File: src/rtl/saph_defines.svh
// Shared constants and the line-sequencer state type.
`ifndef SAPH_DEFINES_SVH
`define SAPH_DEFINES_SVH

localparam int SAPH_COORD_BITS = 12;

typedef enum logic [1:0] {
  ST_IDLE  = 2'd0,
  ST_LATCH = 2'd1,
  ST_EMIT  = 2'd2
} saph_lseq_state_t;

`endif

File: src/rtl/saph_line_sequencer_pkg.sv
// Package wrapper that exposes the shared defines to the line sequencer files.
package saph_line_sequencer_pkg;
  `include "saph_defines.svh"
endpackage

File: src/rtl/saph_abs_diff.sv
// Unsigned absolute difference |a-b|, formed from a one-bit-wider signed difference.
module saph_abs_diff #(
  parameter int COORD_W = 12
) (
  input  logic [COORD_W-1:0] i_a,
  input  logic [COORD_W-1:0] i_b,
  output logic [COORD_W-1:0] o_d
);

  logic signed [COORD_W:0] w_diff;

  assign w_diff = $signed({1'b0, i_a}) - $signed({1'b0, i_b});
  // Negating only the low bits is exact because the magnitude always fits COORD_W bits.
  assign o_d = w_diff[COORD_W] ? (~w_diff[COORD_W-1:0] + 1'b1) : w_diff[COORD_W-1:0];

endmodule

File: src/rtl/saph_line_sequencer.sv
// Sequences one line command into a stream of fragments by stepping an external rasterizer.
module saph_line_sequencer
  import saph_line_sequencer_pkg::*;
#(
  parameter int coord_bits = SAPH_COORD_BITS
) (
  input  logic                  clk,
  input  logic                  rst_n,
  input  logic                  cmd_valid,
  output logic                  cmd_ready,
  input  logic [coord_bits-1:0] cmd_x0,
  input  logic [coord_bits-1:0] cmd_y0,
  input  logic [coord_bits-1:0] cmd_x1,
  input  logic [coord_bits-1:0] cmd_y1,
  output logic                  ras_latch,
  output logic                  ras_count,
  input  logic [coord_bits-1:0] ras_x,
  input  logic [coord_bits-1:0] ras_y,
  output logic                  frag_valid,
  input  logic                  frag_ready,
  output logic [coord_bits-1:0] frag_x,
  output logic [coord_bits-1:0] frag_y,
  output logic                  frag_last,
  output logic                  busy
);

  saph_lseq_state_t      r_state;
  saph_lseq_state_t      w_state_nxt;
  logic [coord_bits-1:0] r_x0, r_y0, r_x1, r_y1;
  logic [coord_bits-1:0] r_remaining;
  logic [coord_bits-1:0] w_dx, w_dy, w_span;
  logic                  w_capture;

  saph_abs_diff #(.COORD_W(coord_bits)) u_abs_dx (
    .i_a (r_x1),
    .i_b (r_x0),
    .o_d (w_dx)
  );

  saph_abs_diff #(.COORD_W(coord_bits)) u_abs_dy (
    .i_a (r_y1),
    .i_b (r_y0),
    .o_d (w_dy)
  );

  assign w_span = (w_dx >= w_dy) ? w_dx : w_dy;

  always_ff @(posedge clk or negedge rst_n) begin
    if (!rst_n) begin
      r_state <= ST_IDLE;
    end else begin
      r_state <= w_state_nxt;
    end
  end

  always_ff @(posedge clk or negedge rst_n) begin
    if (!rst_n) begin
      r_x0 <= '0;
      r_y0 <= '0;
      r_x1 <= '0;
      r_y1 <= '0;
    end else if (w_capture) begin
      r_x0 <= cmd_x0;
      r_y0 <= cmd_y0;
      r_x1 <= cmd_x1;
      r_y1 <= cmd_y1;
    end
  end

  // The span is taken from the captured endpoints while the rasterizer latches them.
  always_ff @(posedge clk or negedge rst_n) begin
    if (!rst_n) begin
      r_remaining <= '0;
    end else if (r_state == ST_LATCH) begin
      r_remaining <= w_span;
    end else if (ras_count) begin
      r_remaining <= r_remaining - 1'b1;
    end
  end

  always_comb begin
    w_state_nxt = r_state;
    w_capture   = 1'b0;
    cmd_ready   = 1'b0;
    ras_latch   = 1'b0;
    ras_count   = 1'b0;
    frag_valid  = 1'b0;
    frag_last   = 1'b0;
    case (r_state)
      ST_IDLE: begin
        cmd_ready = rst_n;
        if (cmd_valid) begin
          w_capture   = 1'b1;
          w_state_nxt = ST_LATCH;
        end
      end
      ST_LATCH: begin
        ras_latch   = 1'b1;
        w_state_nxt = ST_EMIT;
      end
      ST_EMIT: begin
        frag_valid = 1'b1;
        frag_last  = (r_remaining == '0);
        // The rasterizer only steps on an accepted non-last fragment, so stalls hold the point.
        if (frag_ready) begin
          if (r_remaining == '0) begin
            w_state_nxt = ST_IDLE;
          end else begin
            ras_count = 1'b1;
          end
        end
      end
      default: begin
        w_state_nxt = ST_IDLE;
      end
    endcase
  end

  assign frag_x = ras_x;
  assign frag_y = ras_y;
  assign busy   = (r_state != ST_IDLE);

endmodule
File: config.mk
export PLATFORM = sky130hd
export DESIGN_NAME = saph_line_sequencer
export DESIGN_NICKNAME = d
export VERILOG_FILES = /design/src/rtl/saph_line_sequencer_pkg.sv /design/src/rtl/saph_abs_diff.sv /design/src/rtl/saph_line_sequencer.sv
export VERILOG_INCLUDE_DIRS = /design/src /design/src/rtl
export SDC_FILE = /design/constraint.sdc
export NUM_CORES = 1
export LEC_CHECK = 0
export CORE_MARGIN = 2
export CORE_UTILIZATION = 40
export CTS_CLUSTER_SIZE = 28
export DETAILED_ROUTE_END_ITERATION = 10
export PLACE_DENSITY = 0.65
export SYNTH_ARGS = -nofsm -noshare
export SYNTH_HDL_FRONTEND = slang
export SYNTH_SLANG_ARGS = --single-unit
File: constraint.sdc
create_clock -name clk -period 5.5 [get_ports clk]
set_clock_uncertainty 0.05 [all_clocks]
set_input_delay 1.1 -clock clk [delete_from_list [all_inputs] [get_ports clk]]
set_output_delay 1.1 -clock clk [all_outputs]
set_load 0.005 [all_outputs]
==> results of run 1 <==
[metal layers]
metal | GRT usage, % | vias up | part of all wire (%)
met5 | 0 | - | 0
met2 | 26.98 | 78 | 45
met1 | 23.61 | 1886 | 48
met4 | 7.229 | 0 | 2.7
li1 | - | 2015 | -
met3 | 3.901 | 27 | 4.3
[through the flow]
step | setup WS, ns | cell area, um^2
final | 0.8989 | 5794
after global routing | 0.4459 | 5794
after CTS | 0.9694 | 5794
after detailed placement | 1.012 | 5525
after global placement | 1.119 | 5525
after floorplan | 1.004 | 4949
[critical path, delay by kind of cell, from the launching register on]
family                     cells  cell delay, ns
AOI/OAI and AO/OA              9            2.02
adders and majority gates      3            0.88
DFF                            1            0.36
xor gates and xnor gates       1            0.26
buffers and inverters          4            0.49
and+or+nand+nor                3            0.39
[registers in the layout (all words and copies together) (netlist names)]
register     cells
r_remaining     12
r_y0            12
r_y1            12
r_x1            12
r_state          2
r_x0            12
[final cells by class]
class                           instances  area [um^2]  share of cell area [%]
Sequential cell                        62         1551                   26.78
Timing Repair Buffer                   61        595.6                   10.28
Clock buffer                           12        246.5                   4.254
Clock inverter                          4        22.52                  0.3887
Tap cell                              168        210.2                   3.628
Multi-Input combinational cell        413         2977                   51.37
Inverter                               51        191.4                   3.304
[synthesized netlist by cell type (all sizes together), types with 7 or more instances]
master | instances | share of area (%)
mux2 | 23 | 5.2
nor3 | 10 | 1.0
o21ai | 47 | 4.9
a21oi | 18 | 1.9
nor2 | 40 | 3.1
xnor2 | 20 | 3.5
nor2b | 7 | 0.88
inv | 49 | 3.7
a31oi | 10 | 1.4
xor2 | 24 | 4.6
nand2 | 56 | 4.2
dfrtp | 62 | 31
clkbuf | 12 | 0.94
nand3 | 7 | 0.71
ha | 39 | 9.9
buf | 26 | 3.8
nand2b | 11 | 1.4
[cell usage in the layout (no fill, tap or decap), types with 6 or more instances in the layout]
master,count
ha_1,39
nand4_1,6
nand3_1,7
a21o_1,6
nor2_1,38
dfrtp_1,62
xor2_1,22
mux2_2,23
a31oi_1,9
clkbuf_16,9
nor3_1,10
nor2b_1,7
nand2b_1,10
inv_1,49
nand2_1,56
a21oi_1,17
o21ai_0,43
a211oi_1,6
clkdlybuf4s50_1,56
xnor2_1,20
[cells by family after synthesis]
kind of cell             share of synthesized area, %
AND/OR/NAND/NOR                                 16.54
AO/OA/AOI/OAI                                   18.46
buffers and inverters                           8.647
flip-flops                                      31.35
XOR/XNOR                                        8.091
adder cells (fa/ha/maj)                         10.67
multiplexers                                    6.245
[worst min-delay path by stage]
stage	startpoint	to	slack [ns]	cells after the start
global placement	r_x1[8]$_DFFE_PN0P_	r_x1[8]$_DFFE_PN0P_	0.44	1
detailed placement	r_x1[8]$_DFFE_PN0P_	r_x1[8]$_DFFE_PN0P_	0.46	1
global route	r_x1[6]$_DFFE_PN0P_	r_x1[6]$_DFFE_PN0P_	0.48	1
floorplan	r_x1[10]$_DFFE_PN0P_	r_x1[10]$_DFFE_PN0P_	0.43	1
finish	r_x1[7]$_DFFE_PN0P_	r_x1[7]$_DFFE_PN0P_	0.46	1
CTS	r_x1[8]$_DFFE_PN0P_	r_x1[8]$_DFFE_PN0P_	0.47	1
==> impl_metrics.toml, run 1 <==
[placement]
place.gp.congestion = 0.9091
place_hpwl_um = 8602
dp_cells = 755
io_buffers = 57

[cts]
cts_buffers = 9
cts_sinks = 62
hold_buffers = 0
cts_tree = "done"
worstSkewPairLatency_ns = 0.33
h-tree-depth = 3
postCtsSetupBuffers = 0
cts_resized = 0
clk_pin_slew_worst_paths_ns = 0.05
cts_max_path_buffers = 2
cts_root_buffer = "clkbuf_16"

[setup_path]
endpoint = "r_remaining[10]$_DFFE_PN0P_"
timing.rr.end = "r_remaining[10]$_DFFE_PN0P_"
worst_ep_arrival_time_ns = 4.74
cp_max_fo = 15
slowest_stage = "a211oi_1"
regToRegSetupSlack_ns = 0.90
endpoint_kind = "register"
cp-start-kind = "register"
reg2reg_depth = 20
crit_required_ns = 5.64
critical_path_class = "reg2reg"
timing.rr.start = "r_y1[0]$_DFFE_PN0P_"
crit_path_max_incr_delay_ns = 0.45
path_cells = "inv_1 > ha_1 > inv_1 > fa_1 > a211oi_1 > o21ai_0 > a31oi_1 > o21ai_2 > nor2_1 > xor2_1 > ha_1 > a21oi_1 > nor2b_1 > o211ai_1 > a21oi_1 > a211oi_1 > buf_4 > inv_1 > nor2_1 > a221oi_1"
cp_common_cell = "inv_1"
worstSetupStartpoint = "r_y1[0]$_DFFE_PN0P_"

[die]
core_area_mm2 = 0.01206
dieWidth_um = 115.2
die_h_um = 115.2
initial_core_util_pct = 41.03
row_count = 40
die-area_mm2 = 0.01328
io-pin-count = 106

[timing]
setup_viol = 0
period_share_pct = 83.66
tightest_slew_ns = 0.6733
drv_slew = 0
slew_headroom_pct = 55.00
max_freq_mhz = 217.3
fin_tns_setup_ns = 0
hold_slack_ns = 0.4619
rsz0062_at_grt = "no"
post-route-min-period_ns = 4.601
final_hold_viol_count = 0

[synth]
synth_edf_count = 0
netlist_area_mm2 = 0.004948
ys_ff_latch = 62
syn_avg_cell_area_um2 = 8.774
ys_async_sr_fraction_pct = 100.0
syn_inst = 564
yosys_most_used_dff = "dfrtp_1"
syn_nets = 681
yosys_warnings = 0
synth-seq-area-share_pct = 31.35
synthDistinctLibCells = 67

[routing]
drtIter0Drc = 210
vias = 4006
drc_errors = 0
ant_nets = 0
routed_wl_um = 10910
viasPerCell = 5.196
wl_per_cell_um = 14.15
first_pass_iters = 5

[final_layout]
drive_above_1_share_pct = 10.78
fin_cells = 771
antenna_cells = 0
fin_nets = 715
syn_to_final_growth_pct = 17.09
fillerInstances = 1166
post-route-util_pct = 48.04

[hold_path]
hold_path.class = "reg2reg"

[grt]
grt_pass1_wl_um = 18570
grt_usage_pct = 17.44
grt-ovfl-total = 0
grt_pass1_vias = 3958
antenna_found_initial = 0
grt_max_degree = 44

[job]
drv_cap = 0

[outcome]
status = "completed"
Power of run 1 is not shown: default switching activity piles up to over one toggle a cycle in this logic, so the estimate is an artifact.
==> run 2, diff against run 1 <==
--- a/config.mk
+++ b/config.mk
@@ -10,7 +10,7 @@
 export CORE_UTILIZATION = 40
 export CTS_CLUSTER_SIZE = 28
 export DETAILED_ROUTE_END_ITERATION = 10
-export PLACE_DENSITY = 0.65
+export PLACE_DENSITY = 0.68
 export SYNTH_ARGS = -nofsm -noshare
 export SYNTH_HDL_FRONTEND = slang
 export SYNTH_SLANG_ARGS = --single-unit
==> constraint.sdc (replaced) <==
create_clock -name clk -period 3.9 [get_ports clk]
set_clock_uncertainty 0.05 [all_clocks]
set_input_delay 0.78 -clock clk [delete_from_list [all_inputs] [get_ports clk]]
set_output_delay 0.78 -clock clk [all_outputs]
set_load 0.005 [all_outputs]
==> impl_metrics.toml, run 2 (synthesis gave the netlist of run 1 again) <==
[outcome]
status = "complete, but fails checks"
violations = "negative setup slack"

[timing]
setup_ws_ns = -0.1963
fin_tns_setup_ns = -1.853
setup_viol = 12
drv_slew = 0
tightest_slew_ns = 0.6922
period_share_pct = 105.0
max_freq_mhz = 244.1
post-route-min-period_ns = 4.096
final_hold_viol_count = 0
rsz0062_at_grt = "yes"
slew_headroom_pct = 53.85

[placement]
place_hpwl_um = 8943
place_ws_ns = -0.2512
place.gp.congestion = 0.9106
dp_cells = 795
io_buffers = 57

[routing]
vias = 4245
drtIter0Drc = 213
viasPerCell = 5.108
first_pass_iters = 4
drc_errors = 0
ant_nets = 0
routed_wl_um = 12020
wl_per_cell_um = 14.47

[grt]
grt-ovfl-total = 0
grt_pass1_wl_um = 19900
grt_usage_pct = 18.62
grt_pass1_vias = 4318
antenna_found_initial = 0
grt_max_degree = 75

[cts]
worstSkewPairLatency_ns = 0.33
cts_max_path_buffers = 2
h-tree-depth = 3
clk_pin_slew_worst_paths_ns = 0.05
cts_sinks = 62
cts_buffers = 9
cts_tree = "done"
hold_buffers = 0
cts_root_buffer = "clkbuf_16"

[setup_path]
cp-start-kind = "register"
endpoint_kind = "register"
regToRegSetupSlack_ns = -0.20
cp_max_fo = 6
critical_path_class = "reg2reg"
crit_required_ns = 4.08
worst_ep_arrival_time_ns = 4.28

[die]
row_count = 40
initial_core_util_pct = 41.03
io-pin-count = 106
core_area_mm2 = 0.01206
die_h_um = 115.2
dieWidth_um = 115.2
die-area_mm2 = 0.01328

[job]
drv_cap = 0

[hold_path]
hold_path.class = "reg2reg"

[final_layout]
antenna_cells = 0
final_cell_mix = "62 x dfrtp_1, 59 x buf_4, 56 x clkdlybuf4s50_1"
fin_nets = 775
final_common_cell = "dfrtp_1"
fin_cells = 831
post-route-util_pct = 54.80
drive_above_1_share_pct = 27.00
syn_to_final_growth_pct = 33.58
[run 2: cell count changes in the layout (fill, tap and decap cells not counted), sizes merged]
cell    change
clkinv      -1
clkbuf      +1
buf        +59
o21ai       +1
[run 2: final timing paths]
| path | from | end | depth (start not counted) |
|---|---|---|---|
| worst max-delay path | r_x0[0]$_DFFE_PN0P_ | r_remaining[10]$_DFFE_PN0P_ | 17 |
| worst min-delay path | r_y1[5]$_DFFE_PN0P_ | r_y1[5]$_DFFE_PN0P_ | 1 |
| worst max register to register | r_x0[0]$_DFFE_PN0P_ | r_remaining[10]$_DFFE_PN0P_ | 17 |
| worst min register to register | r_y1[5]$_DFFE_PN0P_ | r_y1[5]$_DFFE_PN0P_ | 1 |
| max in group asynchronous | rst_n | r_y0[8]$_DFFE_PN0P_ | 3 |
| min in group asynchronous | rst_n | r_x1[7]$_DFFE_PN0P_ | 2 |
[run 2: timing repair]
| item | CTS | global route |
|---|---|---|
| setup buffers | 9 | 10 |
| gates cloned | 1 | 1 |
| setup endpoints to repair | 12 | 12 |
| pin swaps | 19 | 30 |
| gates resized for setup | 18 | 38 |
[run 2: layout make-up]
cell class,count,area [um^2]
Tap cell,168,210.2
Fill cell,1060,5451
Sequential cell,62,1551
Inverter,51,193.9
Timing Repair Buffer,120,1047
Multi-Input combinational cell,414,3319
Clock buffer,13,270.3
Clock inverter,3,17.52
[run 2: critical path, cell delays in order, from the launching register on]
cell,delay (ns)
dfrtp_1,0.38
ha_2,0.21
fa_2,0.41
nand2b_4,0.18
a211o_1,0.27
a21oi_2,0.16
xor2_2,0.27
nor3_2,0.10
a31oi_1,0.26
xor2_1,0.25
inv_1,0.07
ha_1,0.29
o21ai_2,0.21
nor3_2,0.06
a211oi_2,0.28
buf_4,0.21
nor2_2,0.06
a221oi_2,0.26
[run 2: per-stage QoR]
step	instance area [um^2]	hold WS (ns)
6_report	6610	0.4647
5_1_grt	6610	0.4814
4_1_cts	6335	0.4664
3_5_place_dp	5921	0.4550
3_3_place_gp	5921	0.4500
2_1_floorplan	5047	0.4344
[run 2: routing by layer]
metal  track usage (%)  vias to the layer above  share of wire (%)
li1                  -                     2135                  -
met1             24.09                     2011                 46
met2             31.14                       73                 49
met3             2.794                       26                3.1
met4             7.871                        0                2.5
met5                 0                        -                  0
Power of run 2 is left out for the same reason.
==> run 3, diff against run 2 <==
--- a/config.mk
+++ b/config.mk
@@ -6,11 +6,13 @@
 export SDC_FILE = /design/constraint.sdc
 export NUM_CORES = 1
 export LEC_CHECK = 0
+export CAP_MARGIN = 30
 export CORE_MARGIN = 2
 export CORE_UTILIZATION = 40
 export CTS_CLUSTER_SIZE = 28
 export DETAILED_ROUTE_END_ITERATION = 10
 export PLACE_DENSITY = 0.68
+export RECOVER_POWER = 25
 export SYNTH_ARGS = -nofsm -noshare
 export SYNTH_HDL_FRONTEND = slang
 export SYNTH_SLANG_ARGS = --single-unit
==> impl_metrics.toml, run 3 (synthesis gave the netlist of run 1 again) <==
[timing]
post-route-min-period_ns = 4.100
period_share_pct = 105.1
slew_headroom_pct = -17.00
setup_ws_ns = -0.1996
drv_slew = 34
tightest_slew_ns = 1.755
fin_tns_setup_ns = -1.898
rsz0062_at_grt = "yes"
final_hold_viol_count = 0
max_freq_mhz = 243.9
setup_viol = 12

[setup_path]
cp-start-kind = "register"
crit_required_ns = 4.08
cp_max_fo = 6
critical_path_class = "reg2reg"
reg2reg_depth = 17
timing.rr.end = "r_remaining[10]$_DFFE_PN0P_"
worst_ep_arrival_time_ns = 4.28
endpoint_kind = "register"
regToRegSetupSlack_ns = -0.20
timing.rr.start = "r_x0[0]$_DFFE_PN0P_"

[cts]
hold_buffers = 0
cts_buffers = 9
cts_sinks = 62
clk_pin_slew_worst_paths_ns = 0.05
cts_max_path_buffers = 2
h-tree-depth = 3
worstSkewPairLatency_ns = 0.33
cts_root_buffer = "clkbuf_16"
cts_tree = "done"

[final_layout]
post-route-util_pct = 54.74
fillerInstances = 1063
final_common_cell = "dfrtp_1"
antenna_cells = 0
final_cell_mix = "62 x dfrtp_1, 57 x buf_4, 56 x clkdlybuf4s50_1"
final_area_mm2 = 0.006603
syn_to_final_growth_pct = 33.43
fin_nets = 775
drive_above_1_share_pct = 26.70

[routing]
drtIter0Drc = 179
first_pass_iters = 4
wl_per_cell_um = 14.49
vias = 4251
routed_wl_um = 12040
ant_nets = 0
drc_errors = 0
viasPerCell = 5.116

[grt]
grt_pass1_vias = 4318
antenna_found_initial = 0
grt_pass1_wl_um = 19900
grt-ovfl-total = 0
grt_max_degree = 75
grt_usage_pct = 18.62

[die]
dieWidth_um = 115.2
core_area_mm2 = 0.01206
row_count = 40
die_h_um = 115.2
initial_core_util_pct = 41.03
io-pin-count = 106
die-area_mm2 = 0.01328

[placement]
place.gp.congestion = 0.9106
io_buffers = 57
place_hpwl_um = 8943
place_ws_ns = -0.2512
post_dp_cell_area_mm2 = 0.005921

[outcome]
status = "complete, but fails checks"
violations = "max-capacitance violations, max-slew violations, negative setup slack"

[hold_path]
min_to = "r_y1[5]$_DFFE_PN0P_"
worstHoldStart = "r_y1[5]$_DFFE_PN0P_"
hold_depth = 1
hold_path.class = "reg2reg"

[job]
drv_cap = 1
[run 3: cell types whose count changed in the layout (fill, tap and decap cells not counted)]
| cell | before | now |
|---|---|---|
| buf_2 | 2 | 1 |
| buf_4 | 59 | 57 |
| clkbuf_1 | 1 | 3 |
| clkbuf_2 | 0 | 1 |
[run 3: cell type report]
cell class	count	area (um^2)	share of cell area (%)
Clock buffer	13	270.3	4.093
Sequential cell	62	1551	23.50
Timing Repair Buffer	120	1040	15.75
Clock inverter	3	17.52	0.2653
Tap cell	168	210.2	3.184
Multi-Input combinational cell	414	3319	50.27
Inverter	51	193.9	2.937
[run 3: metrics by stage]
stage / hold WS (ns) / cells
2_1_floorplan: 0.4344 / 564
3_3_place_gp: 0.4500 / 795
3_5_place_dp: 0.4550 / 795
4_1_cts: 0.4664 / 821
5_1_grt: 0.4814 / 831
6_report: 0.4643 / 831
[run 3: how the worst max path moves through the flow]
stage               cells after the start                          end  slack [ns]           startpoint
CTS                                    20  r_remaining[10]$_DFFE_PN0P_       -0.15  r_y1[0]$_DFFE_PN0P_
global placement                       18  r_remaining[10]$_DFFE_PN0P_       -0.11  r_y1[0]$_DFFE_PN0P_
floorplan                              16  r_remaining[10]$_DFFE_PN0P_       0.002  r_x1[2]$_DFFE_PN0P_
detailed placement                     18  r_remaining[10]$_DFFE_PN0P_       -0.25  r_y1[0]$_DFFE_PN0P_
global route                           18   r_remaining[0]$_DFFE_PN0P_       -0.41  r_x0[0]$_DFFE_PN0P_
finish                                 17  r_remaining[10]$_DFFE_PN0P_       -0.20  r_x0[0]$_DFFE_PN0P_
[run 3: critical path, stage by stage (launching register included)]
cell and delay, ns:
dfrtp_1 0.38, ha_2 0.21, fa_2 0.41, nand2b_4 0.18, a211o_1 0.27, a21oi_2 0.16, xor2_2 0.27, nor3_2 0.10
a31oi_1 0.26, xor2_1 0.25, inv_1 0.07, ha_1 0.29, o21ai_2 0.21, nor3_2 0.06, a211oi_2 0.28, buf_4 0.21
nor2_2 0.06, a221oi_2 0.26
[run 3: routing by layer]
metal	up-vias	wire length, um	track usage, %
met1	2010	5474	24.09
met4	0	352	7.871
li1	2135	-	-
met5	-	0	0
met2	80	5787	31.14
met3	26	428	2.794
[run 3: what timing repair did]
| item | CTS | global route |
|---|---|---|
| setup endpoints to repair | 12 | 12 |
| buffers inserted | 9 | 10 |
| cloned | 1 | 1 |
| pin swaps | 19 | 30 |
| gates resized for setup | 18 | 38 |
Power of run 3 is left out for the same reason.
